--- src/rtl/temporizador_irrigacao_pkg.sv ---
// -----------------------------------------------------------------------------
// temporizador_pkg
// Shared definitions for the irrigation countdown timer:
//   estado_t        - control FSM states
//   TABELA_SEG      - seven-segment patterns {dp,g,f,e,d,c,b,a}, active-high;
//                     codes 0..9 defined, 10..15 blank
//   modulo_digito   - counting modulus of a digit position
//   limitar_digito  - clamps a loaded BCD digit to its modulus
// -----------------------------------------------------------------------------
package temporizador_pkg;

  typedef enum logic [1:0] {
    OCIOSO   = 2'd0,
    CONTANDO = 2'd1,
    PAUSADO  = 2'd2,
    FIM      = 2'd3
  } estado_t;

  localparam logic [7:0] TABELA_SEG [16] = '{
    8'h3F, 8'h06, 8'h5B, 8'h4F, 8'h66, 8'h6D, 8'h7D, 8'h07,
    8'h7F, 8'h6F, 8'h00, 8'h00, 8'h00, 8'h00, 8'h00, 8'h00
  };

  // In mm:ss mode the tens-of-seconds (1) and tens-of-minutes (3) digits
  // count modulo 6; every other position is decimal.
  function automatic logic [3:0] modulo_digito(input int indice, input bit modo_tempo);
    return (modo_tempo && (indice < 4) && ((indice % 2) == 1)) ? 4'd6 : 4'd10;
  endfunction

  function automatic logic [3:0] limitar_digito(input logic [3:0] valor,
                                                input logic [3:0] modulo);
    return (valor >= modulo) ? (modulo - 4'd1) : valor;
  endfunction

endpackage

--- src/rtl/temporizador_irrigacao_if.sv ---
// -----------------------------------------------------------------------------
// temporizador_irrigacao_if
// Control and display bundle of the irrigation countdown timer.
//   master : drives tickSegundo, tickDisplay, carregar, valorCarga, iniciar,
//            pausar, habilitar; observes contagem, ativo, fim, digitos,
//            segmentos and the debug state estado.
//   slave  : the timer itself (mirror directions).
// Signalling: every control input is a single-cycle (or level) strobe sampled
// on the rising clock edge; there is no valid/ready backpressure, the timer
// accepts every strobe in the cycle it is presented.
// -----------------------------------------------------------------------------
interface temporizador_irrigacao_if #(
  parameter int DIGITOS = 4
);
  import temporizador_pkg::*;

  logic                   tickSegundo;
  logic                   tickDisplay;
  logic                   carregar;
  logic [4*DIGITOS-1:0]   valorCarga;
  logic                   iniciar;
  logic                   pausar;
  logic                   habilitar;
  logic [4*DIGITOS-1:0]   contagem;
  logic                   ativo;
  logic                   fim;
  logic [DIGITOS-1:0]     digitos;
  logic [7:0]             segmentos;
  estado_t                estado;

  modport master (
    output tickSegundo, tickDisplay, carregar, valorCarga, iniciar, pausar, habilitar,
    input  contagem, ativo, fim, digitos, segmentos, estado
  );

  modport slave (
    input  tickSegundo, tickDisplay, carregar, valorCarga, iniciar, pausar, habilitar,
    output contagem, ativo, fim, digitos, segmentos, estado
  );

endinterface

--- src/rtl/temporizador_irrigacao_digito.sv ---
// -----------------------------------------------------------------------------
// digito_regressivo
// One BCD digit of the countdown borrow chain.
//   i_clock, i_resetN : clock, asynchronous active-low reset
//   i_load, i_valor   : load a digit (clamped to modulus-1)
//   i_dec             : decrement enable for the whole chain this cycle
//   i_borrow          : borrow-in (tied high for digit 0)
//   i_modulo          : counting modulus of this position (6 or 10)
//   o_digito          : current digit
//   o_borrow          : borrow-out = borrow-in while this digit is 0
//   o_zero            : digit equals 0
// -----------------------------------------------------------------------------
module digito_regressivo
  import temporizador_pkg::*;
(
  input  logic       i_clock,
  input  logic       i_resetN,
  input  logic       i_load,
  input  logic [3:0] i_valor,
  input  logic       i_dec,
  input  logic       i_borrow,
  input  logic [3:0] i_modulo,
  output logic [3:0] o_digito,
  output logic       o_borrow,
  output logic       o_zero
);

  logic [3:0] r_digito;
  logic       w_zero;

  assign w_zero   = (r_digito == 4'd0);
  assign o_digito = r_digito;
  assign o_zero   = w_zero;
  // Combinational and independent of i_dec, so the chain ripples the same
  // way every cycle and the top can read "all digits zero" off the last one.
  assign o_borrow = i_borrow & w_zero;

  always_ff @(posedge i_clock or negedge i_resetN) begin
    if (!i_resetN) begin
      r_digito <= 4'd0;
    end else if (i_load) begin
      r_digito <= limitar_digito(i_valor, i_modulo);
    end else if (i_dec && i_borrow) begin
      r_digito <= w_zero ? (i_modulo - 4'd1) : (r_digito - 4'd1);
    end
  end

endmodule

--- src/rtl/temporizador_irrigacao.sv ---
// -----------------------------------------------------------------------------
// temporizador_irrigacao
// N-digit BCD countdown timer with multiplexed seven-segment display.
//   clock, resetN : single clock, asynchronous active-low reset
//   bus (slave)   : tickSegundo/tickDisplay enables, carregar+valorCarga load,
//                   iniciar/pausar control, habilitar water-level gate;
//                   contagem value, ativo, fim pulse, digitos/segmentos
//                   display drive, estado (FSM state for debug)
// Parameters: DIGITOS (2..8), MODO_TEMPO (mm:ss bases), APAGAR_ZEROS
// (leading-zero blanking), ATIVO_BAIXO (display polarity).
// -----------------------------------------------------------------------------
module temporizador_irrigacao
  import temporizador_pkg::*;
#(
  parameter int DIGITOS      = 4,
  parameter bit MODO_TEMPO   = 1'b1,
  parameter bit APAGAR_ZEROS = 1'b1,
  parameter bit ATIVO_BAIXO  = 1'b1
) (
  input  logic                      clock,
  input  logic                      resetN,
  temporizador_irrigacao_if.slave   bus
);

  localparam int IW = (DIGITOS > 1) ? $clog2(DIGITOS) : 1;

  estado_t              r_estado;
  estado_t              w_prox;
  logic                 r_ativo;
  logic                 r_fim;
  logic [IW-1:0]        r_indice;
  logic [DIGITOS-1:0]   r_digitos;
  logic [7:0]           r_segmentos;

  logic [3:0]           w_digito [DIGITOS];
  logic [DIGITOS-1:0]   w_zero;
  logic [DIGITOS-1:0]   w_bin;
  logic [DIGITOS-1:0]   w_bout;
  logic [4*DIGITOS-1:0] w_contagem;
  logic [DIGITOS-1:0]   w_apagado;
  logic                 w_todos_zero;
  logic                 w_altos_zero;
  logic                 w_ultimo;
  logic                 w_load;
  logic                 w_dec;
  logic [DIGITOS-1:0]   w_sel;
  logic [7:0]           w_seg;

  // ---------------------------------------------------------------------------
  // Digit chain
  // ---------------------------------------------------------------------------
  for (genvar g = 0; g < DIGITOS; g++) begin : g_dig
    localparam logic [3:0] MOD = modulo_digito(g, MODO_TEMPO);

    if (g == 0) begin : g_b0
      assign w_bin[g] = 1'b1;
    end else begin : g_bn
      assign w_bin[g] = w_bout[g-1];
    end

    digito_regressivo u_digito (
      .i_clock  (clock),
      .i_resetN (resetN),
      .i_load   (w_load),
      .i_valor  (bus.valorCarga[4*g +: 4]),
      .i_dec    (w_dec),
      .i_borrow (w_bin[g]),
      .i_modulo (MOD),
      .o_digito (w_digito[g]),
      .o_borrow (w_bout[g]),
      .o_zero   (w_zero[g])
    );

    assign w_contagem[4*g +: 4] = w_digito[g];
  end

  // Zero-suffix scan from the top digit down: gives the blanking mask, the
  // "all zero" flag and "everything above digit 0 is zero".
  always_comb begin
    logic v_acc;
    v_acc        = 1'b1;
    w_apagado    = '0;
    w_altos_zero = 1'b1;
    for (int i = DIGITOS - 1; i >= 0; i--) begin
      if (i == 0) w_altos_zero = v_acc;
      v_acc        = v_acc & w_zero[i];
      w_apagado[i] = APAGAR_ZEROS && (i != 0) && v_acc;
    end
    w_todos_zero = v_acc;
  end

  // Value is exactly 1: the decrement about to happen lands on zero.
  assign w_ultimo = w_altos_zero && (w_digito[0] == 4'd1);

  // Load is accepted in every state and beats everything else.
  assign w_load = bus.carregar;

  // A borrow escaping the top digit means the value is already zero; never
  // decrement then, so the count can not wrap around.
  assign w_dec = (r_estado == CONTANDO) && bus.tickSegundo && bus.habilitar &&
                 !bus.carregar && !bus.pausar && !w_bout[DIGITOS-1];

  // ---------------------------------------------------------------------------
  // Control FSM
  // ---------------------------------------------------------------------------
  always_ff @(posedge clock or negedge resetN) begin
    if (!resetN) begin
      r_estado <= OCIOSO;
      r_ativo  <= 1'b0;
      r_fim    <= 1'b0;
    end else begin
      r_estado <= w_prox;
      r_ativo  <= (w_prox == CONTANDO);
      r_fim    <= (r_estado == CONTANDO) && (w_prox == FIM);
    end
  end

  always_comb begin
    w_prox = r_estado;
    case (r_estado)
      OCIOSO: begin
        if (!bus.carregar && bus.iniciar && !w_todos_zero) w_prox = CONTANDO;
      end
      CONTANDO: begin
        if (bus.carregar)          w_prox = OCIOSO;
        else if (bus.pausar)       w_prox = PAUSADO;
        else if (w_dec && w_ultimo) w_prox = FIM;
      end
      PAUSADO: begin
        if (bus.carregar)                     w_prox = OCIOSO;
        else if (!bus.pausar && bus.iniciar)  w_prox = CONTANDO;
      end
      FIM: begin
        if (bus.carregar) w_prox = OCIOSO;
      end
      default: w_prox = OCIOSO;
    endcase
  end

  // ---------------------------------------------------------------------------
  // Display scan
  // ---------------------------------------------------------------------------
  assign w_sel = DIGITOS'(1) << r_indice;

  always_comb begin
    w_seg = w_apagado[r_indice] ? 8'h00 : TABELA_SEG[w_digito[r_indice]];
    // Colon between minutes and seconds, kept even when digit 2 is blanked.
    if (MODO_TEMPO && (int'(r_indice) == 2)) w_seg[7] = 1'b1;
  end

  always_ff @(posedge clock or negedge resetN) begin
    if (!resetN) begin
      r_indice    <= '0;
      r_digitos   <= {DIGITOS{ATIVO_BAIXO}};
      r_segmentos <= {8{ATIVO_BAIXO}};
    end else if (bus.tickDisplay) begin
      r_digitos   <= w_sel ^ {DIGITOS{ATIVO_BAIXO}};
      r_segmentos <= w_seg ^ {8{ATIVO_BAIXO}};
      if (int'(r_indice) == DIGITOS - 1) r_indice <= '0;
      else                               r_indice <= r_indice + IW'(1);
    end
  end

  assign bus.contagem  = w_contagem;
  assign bus.ativo     = r_ativo;
  assign bus.fim       = r_fim;
  assign bus.digitos   = r_digitos;
  assign bus.segmentos = r_segmentos;
  assign bus.estado    = r_estado;

endmodule
--- src/flat_wrapper.sv ---
// flat-port wrapper written by rule: the top's interface ports become plain ports
module temporizador_irrigacao_flat import temporizador_pkg::*;
#(
  parameter int DIGITOS      = 4,
  parameter bit MODO_TEMPO   = 1'b1,
  parameter bit APAGAR_ZEROS = 1'b1,
  parameter bit ATIVO_BAIXO  = 1'b1
)
  (clock, resetN, bus_tickSegundo, bus_tickDisplay, bus_carregar, bus_valorCarga, bus_iniciar, bus_pausar, bus_habilitar, bus_contagem, bus_ativo, bus_fim, bus_digitos, bus_segmentos, bus_estado);
  temporizador_irrigacao_if #(.DIGITOS(DIGITOS)) bus_i ();
  input  logic clock;
  input  logic resetN;
  input wire logic [$bits(bus_i.tickSegundo)-1:0] bus_tickSegundo;
  input wire logic [$bits(bus_i.tickDisplay)-1:0] bus_tickDisplay;
  input wire logic [$bits(bus_i.carregar)-1:0] bus_carregar;
  input wire logic [$bits(bus_i.valorCarga)-1:0] bus_valorCarga;
  input wire logic [$bits(bus_i.iniciar)-1:0] bus_iniciar;
  input wire logic [$bits(bus_i.pausar)-1:0] bus_pausar;
  input wire logic [$bits(bus_i.habilitar)-1:0] bus_habilitar;
  output wire logic [$bits(bus_i.contagem)-1:0] bus_contagem;
  output wire logic [$bits(bus_i.ativo)-1:0] bus_ativo;
  output wire logic [$bits(bus_i.fim)-1:0] bus_fim;
  output wire logic [$bits(bus_i.digitos)-1:0] bus_digitos;
  output wire logic [$bits(bus_i.segmentos)-1:0] bus_segmentos;
  output wire logic [$bits(bus_i.estado)-1:0] bus_estado;
  assign bus_i.tickSegundo = bus_tickSegundo;
  assign bus_i.tickDisplay = bus_tickDisplay;
  assign bus_i.carregar = bus_carregar;
  assign bus_i.valorCarga = bus_valorCarga;
  assign bus_i.iniciar = bus_iniciar;
  assign bus_i.pausar = bus_pausar;
  assign bus_i.habilitar = bus_habilitar;
  assign bus_contagem = bus_i.contagem;
  assign bus_ativo = bus_i.ativo;
  assign bus_fim = bus_i.fim;
  assign bus_digitos = bus_i.digitos;
  assign bus_segmentos = bus_i.segmentos;
  assign bus_estado = bus_i.estado;
  temporizador_irrigacao #(.DIGITOS(DIGITOS), .MODO_TEMPO(MODO_TEMPO), .APAGAR_ZEROS(APAGAR_ZEROS), .ATIVO_BAIXO(ATIVO_BAIXO)) u_core (.clock(clock), .resetN(resetN), .bus(bus_i));
endmodule
--- config.mk ---
export PLATFORM = sky130hd
export DESIGN_NAME = temporizador_irrigacao_flat
export DESIGN_NICKNAME = d
export VERILOG_FILES = /design/src/rtl/temporizador_irrigacao_pkg.sv /design/src/rtl/temporizador_irrigacao_if.sv /design/src/rtl/temporizador_irrigacao_digito.sv /design/src/rtl/temporizador_irrigacao.sv /design/src/flat_wrapper.sv
export SDC_FILE = /design/constraint.sdc
export NUM_CORES = 1
export LEC_CHECK = 0
export CAP_MARGIN = 40
export CORE_AREA = 2 2 80 59
export CTS_BUF_LIST = sky130_fd_sc_hd__clkbuf_16
export CTS_CLUSTER_SIZE = 40
export DETAILED_ROUTE_END_ITERATION = 10
export DIE_AREA = 0 0 82 61
export PLACE_DENSITY = 0.8
export SYNTH_ARGS = -nofsm -noshare
export SYNTH_HDL_FRONTEND = slang
export SYNTH_SLANG_ARGS = --single-unit
export TNS_END_PERCENT = 10
--- constraint.sdc ---
create_clock -name clock -period 3.4 [get_ports clock]
set_input_delay 0.85 -clock clock [delete_from_list [all_inputs] [get_ports clock]]
set_output_delay 0.85 -clock clock [all_outputs]
set_load 0.01 [all_outputs]
==> metrics <==
vias in the first global route 1814; H-Tree Depth 2; crit end category flop; Starting Density 49.8%; clock-pin slew on the worst setup and hold paths 0.05 ns; max frequency 398 MHz; peak fanout along the critical path 8; CP startpoint kind input port; Storage cell area around 840 um^2; worst path arrival time 2.71 ns; Netlist Area Pre-Place 2090 um^2; worst min-delay path category reg2reg; post_cts resized 0; initial antenna violation count 0; final setup TNS 0 ns; die width 82 um; largest net degree at the start of global routing 34; # clock sinks 33; die area ~5000 um^2; Max Cap Viol 0; post-synth cell types between 50 and 60; Crit path largest cell delay 0.55 ns; Routed WL ~5300 um; GRT Total Usage 22.9%; total CTS buffers 5; CORE AREA 4200 um^2; hold_ws 0.463 ns; Fill cells 334; Post-synth top flop dfrtp_1; share of cells above drive strength 1 13.9%; fin nets between 300 and 400; Synth Instances 215; final hold violation count 0; CP cell instances clkdlybuf4s50_1, and4b_1, nand4_1, or4_1, a31oi_1; post-route ant nets 0; clock buffer depth 2; clock tree from TritonCTS yes; clk root buf clkbuf_16; area leader, netlist dfrtp_1; WL per Instance 16.1 um; PwrDens a little under 600 nW/um^2; Least-Margin Pin Slew 0.558 ns; Final Critical Period about 2.5 ns; vias post-DR 1907; top cells by area, synth dfrtp_1, dfstp_2, ha_1, mux4_2, nor2_1; RSZ-0062 raised after global routing false; Final HPWL DP around 3800 um; most frequent cells after synthesis dfrtp_1, nor2_1, o21ai_0; CTS Hold Bufs 0; final cycle utilization of the critical path 74.0%; required time worst endpoint between 3 and 4 ns; DRC viols 0; I/O Pins 56; endpoints failing setup 0; post-CTS setup buffers 0; Yosys top cell area share 26.3%; Pleak 1.13 nW; # rows 20; DR pass1 iterations 4; CP top delay family simple AND/OR/NAND/NOR gates; Post-synth EDFFs 0; Placer Congestion 0.836; Crit path depth 5; status finished clean; #FFs+latches synth 33; crit path kind in2reg; slowest CP cell clkdlybuf4s50_1; Worst R2R Path Depth 4; Synth Net Count 247; Slew Viols, Final 0; Vert. Die Dim 61 um; Worst Skew approximately 0.0060 ns; DRT iter0 DRCs 133; Area Overhead vs Synth 35.0%; syn avg cell area roughly 9.7 um^2; Ys Warns 0; first-pass GRT wire length approximately 8600 um; antenna diode instance count 0; CP Buf/Inv Count 1; register area share after synthesis 40.1%; worst hold path depth 2; area of the multi-input gates approximately 1100 um^2; Slew headroom a little over three fifths; drt via density a little under 6; input/output buffers 55; VDD IR max 0.387 mV; Post-synth ARST share between 90% and 100%; clk_lat worst skew 0.27 ns; gr ovfl total 0
[per-stage QoR]
| step | total power, mW | std cells | utilization (%) | setup slack [ns] | cell area, um^2 |
|---|---|---|---|---|---|
| 2_1_floorplan | 0.990 | 215 | - | 1.34 | 2090 |
| 3_3_place_gp | 1.23 | 320 | 63.9 | 0.680 | 2690 |
| 3_5_place_dp | 1.25 | 320 | 63.9 | 0.629 | 2690 |
| 4_1_cts | 1.67 | 328 | 67.2 | 0.901 | 2830 |
| 5_1_grt | 1.78 | 328 | 67.2 | 0.799 | 2830 |
| 6_report | 1.66 | 328 | 67.2 | 0.884 | 2830 |
[where the power goes]
group	leakage, nW	switching (mW)	total [mW]	internal, mW
sequential	0.381	0.108	0.633	0.524
clock	0.0687	0.151	0.415	0.264
combinational	0.681	0.278	0.617	0.339
total	1.13	0.538	1.66	1.13
[layout make-up]
type | instances | share of cell area [%]
Timing Repair Buffer | 60 | 20.8
Multi-Input combinational cell | 160 | 40.6
Sequential cell | 33 | 29.7
Clock inverter | 3 | 0.443
Tap cell | 55 | 2.44
Inverter | 12 | 1.59
Clock buffer | 5 | 4.43
[logic make-up after synthesis]
group                    count (synthesis)  share of synthesized area [%]
AND/OR/NAND/NOR                         85                           24.3
XOR/XNOR                                 1                          0.419
AO/OA/AOI/OAI                           54                           17.2
flip-flops                              33                           40.1
adder cells (fa/ha/maj)                  8                           4.78
buffers and inverters                   22                           5.08
multiplexers                            12                           8.13
[tightest hold or removal path: cells and delay by family, from the launching register on]
kind	cells	cell delay, ns
buffers and inverters	1	0.04
flip-flops	1	0.36
multiplexers	1	0.06
[cells in the final DEF (no fill, tap or decap), types with 2 or more instances in the layout]
master | netlist | final
clkdlybuf4s50_1 | 0 | 55
nand3b_1 | 3 | 3
mux2i_1 | 8 | 8
buf_4 | 2 | 5
nor2b_1 | 3 | 3
nand2_1 | 11 | 11
o211ai_1 | 2 | 2
o22a_1 | 5 | 5
a21oi_1 | 10 | 10
nand2b_1 | 7 | 7
a31oi_1 | 6 | 6
nand4_1 | 6 | 6
mux4_2 | 4 | 4
nor3_1 | 9 | 9
o31ai_1 | 2 | 2
clkinv_1 | 0 | 2
a311oi_1 | 2 | 2
or2_2 | 2 | 2
o22ai_1 | 2 | 2
inv_1 | 12 | 12
nand3_1 | 2 | 2
clkbuf_16 | 0 | 5
ha_1 | 8 | 8
dfrtp_1 | 22 | 22
dfstp_2 | 11 | 11
nor4_4 | 2 | 2
nor2_1 | 22 | 22
o21ai_0 | 14 | 14
and3_1 | 3 | 3
or4_1 | 3 | 3
[metal layers]
layer	part of all wire, %	GRT usage, %
met1	46	33.1
met2	44	33.9
met3	7.6	5.06
met4	1.8	8.10
met5	0	0
[worst paths after layout]
kind / start / end / slack [ns]
worst max-delay path: bus_carregar / u_core.g_dig[1].u_digito.o_digito[2]$_DFFE_PN0P_ / 0.88
worst min-delay path: u_core.bus.digitos[0]$_DFFE_PN1P_ / u_core.bus.digitos[0]$_DFFE_PN1P_ / 0.46
worst max register to register: u_core.g_dig[3].u_digito.o_digito[1]$_DFFE_PN0P_ / u_core.bus.ativo$_DFF_PN0_ / 1.29
worst min register to register: u_core.bus.digitos[0]$_DFFE_PN1P_ / u_core.bus.digitos[0]$_DFFE_PN1P_ / 0.46
max in group asynchronous: resetN / u_core.bus.segmentos[4]$_DFFE_PN1P_ / 2.09
min in group asynchronous: resetN / u_core.g_dig[1].u_digito.o_digito[1]$_DFFE_PN0P_ / 0.98
[sequential cells by signal, indices dropped and copies added, names as in the netlist]
| signal | cells |
|---|---|
| u_core.g_dig.u_digito.o_digito | 16 |
| u_core.bus.segmentos | 7 |
| u_core.bus.digitos | 4 |
| u_core.bus.estado | 2 |
| u_core.r_indice | 2 |
| u_core.bus.ativo | 1 |
| u_core.bus.fim | 1 |
Power figures use the tool's default switching activity.
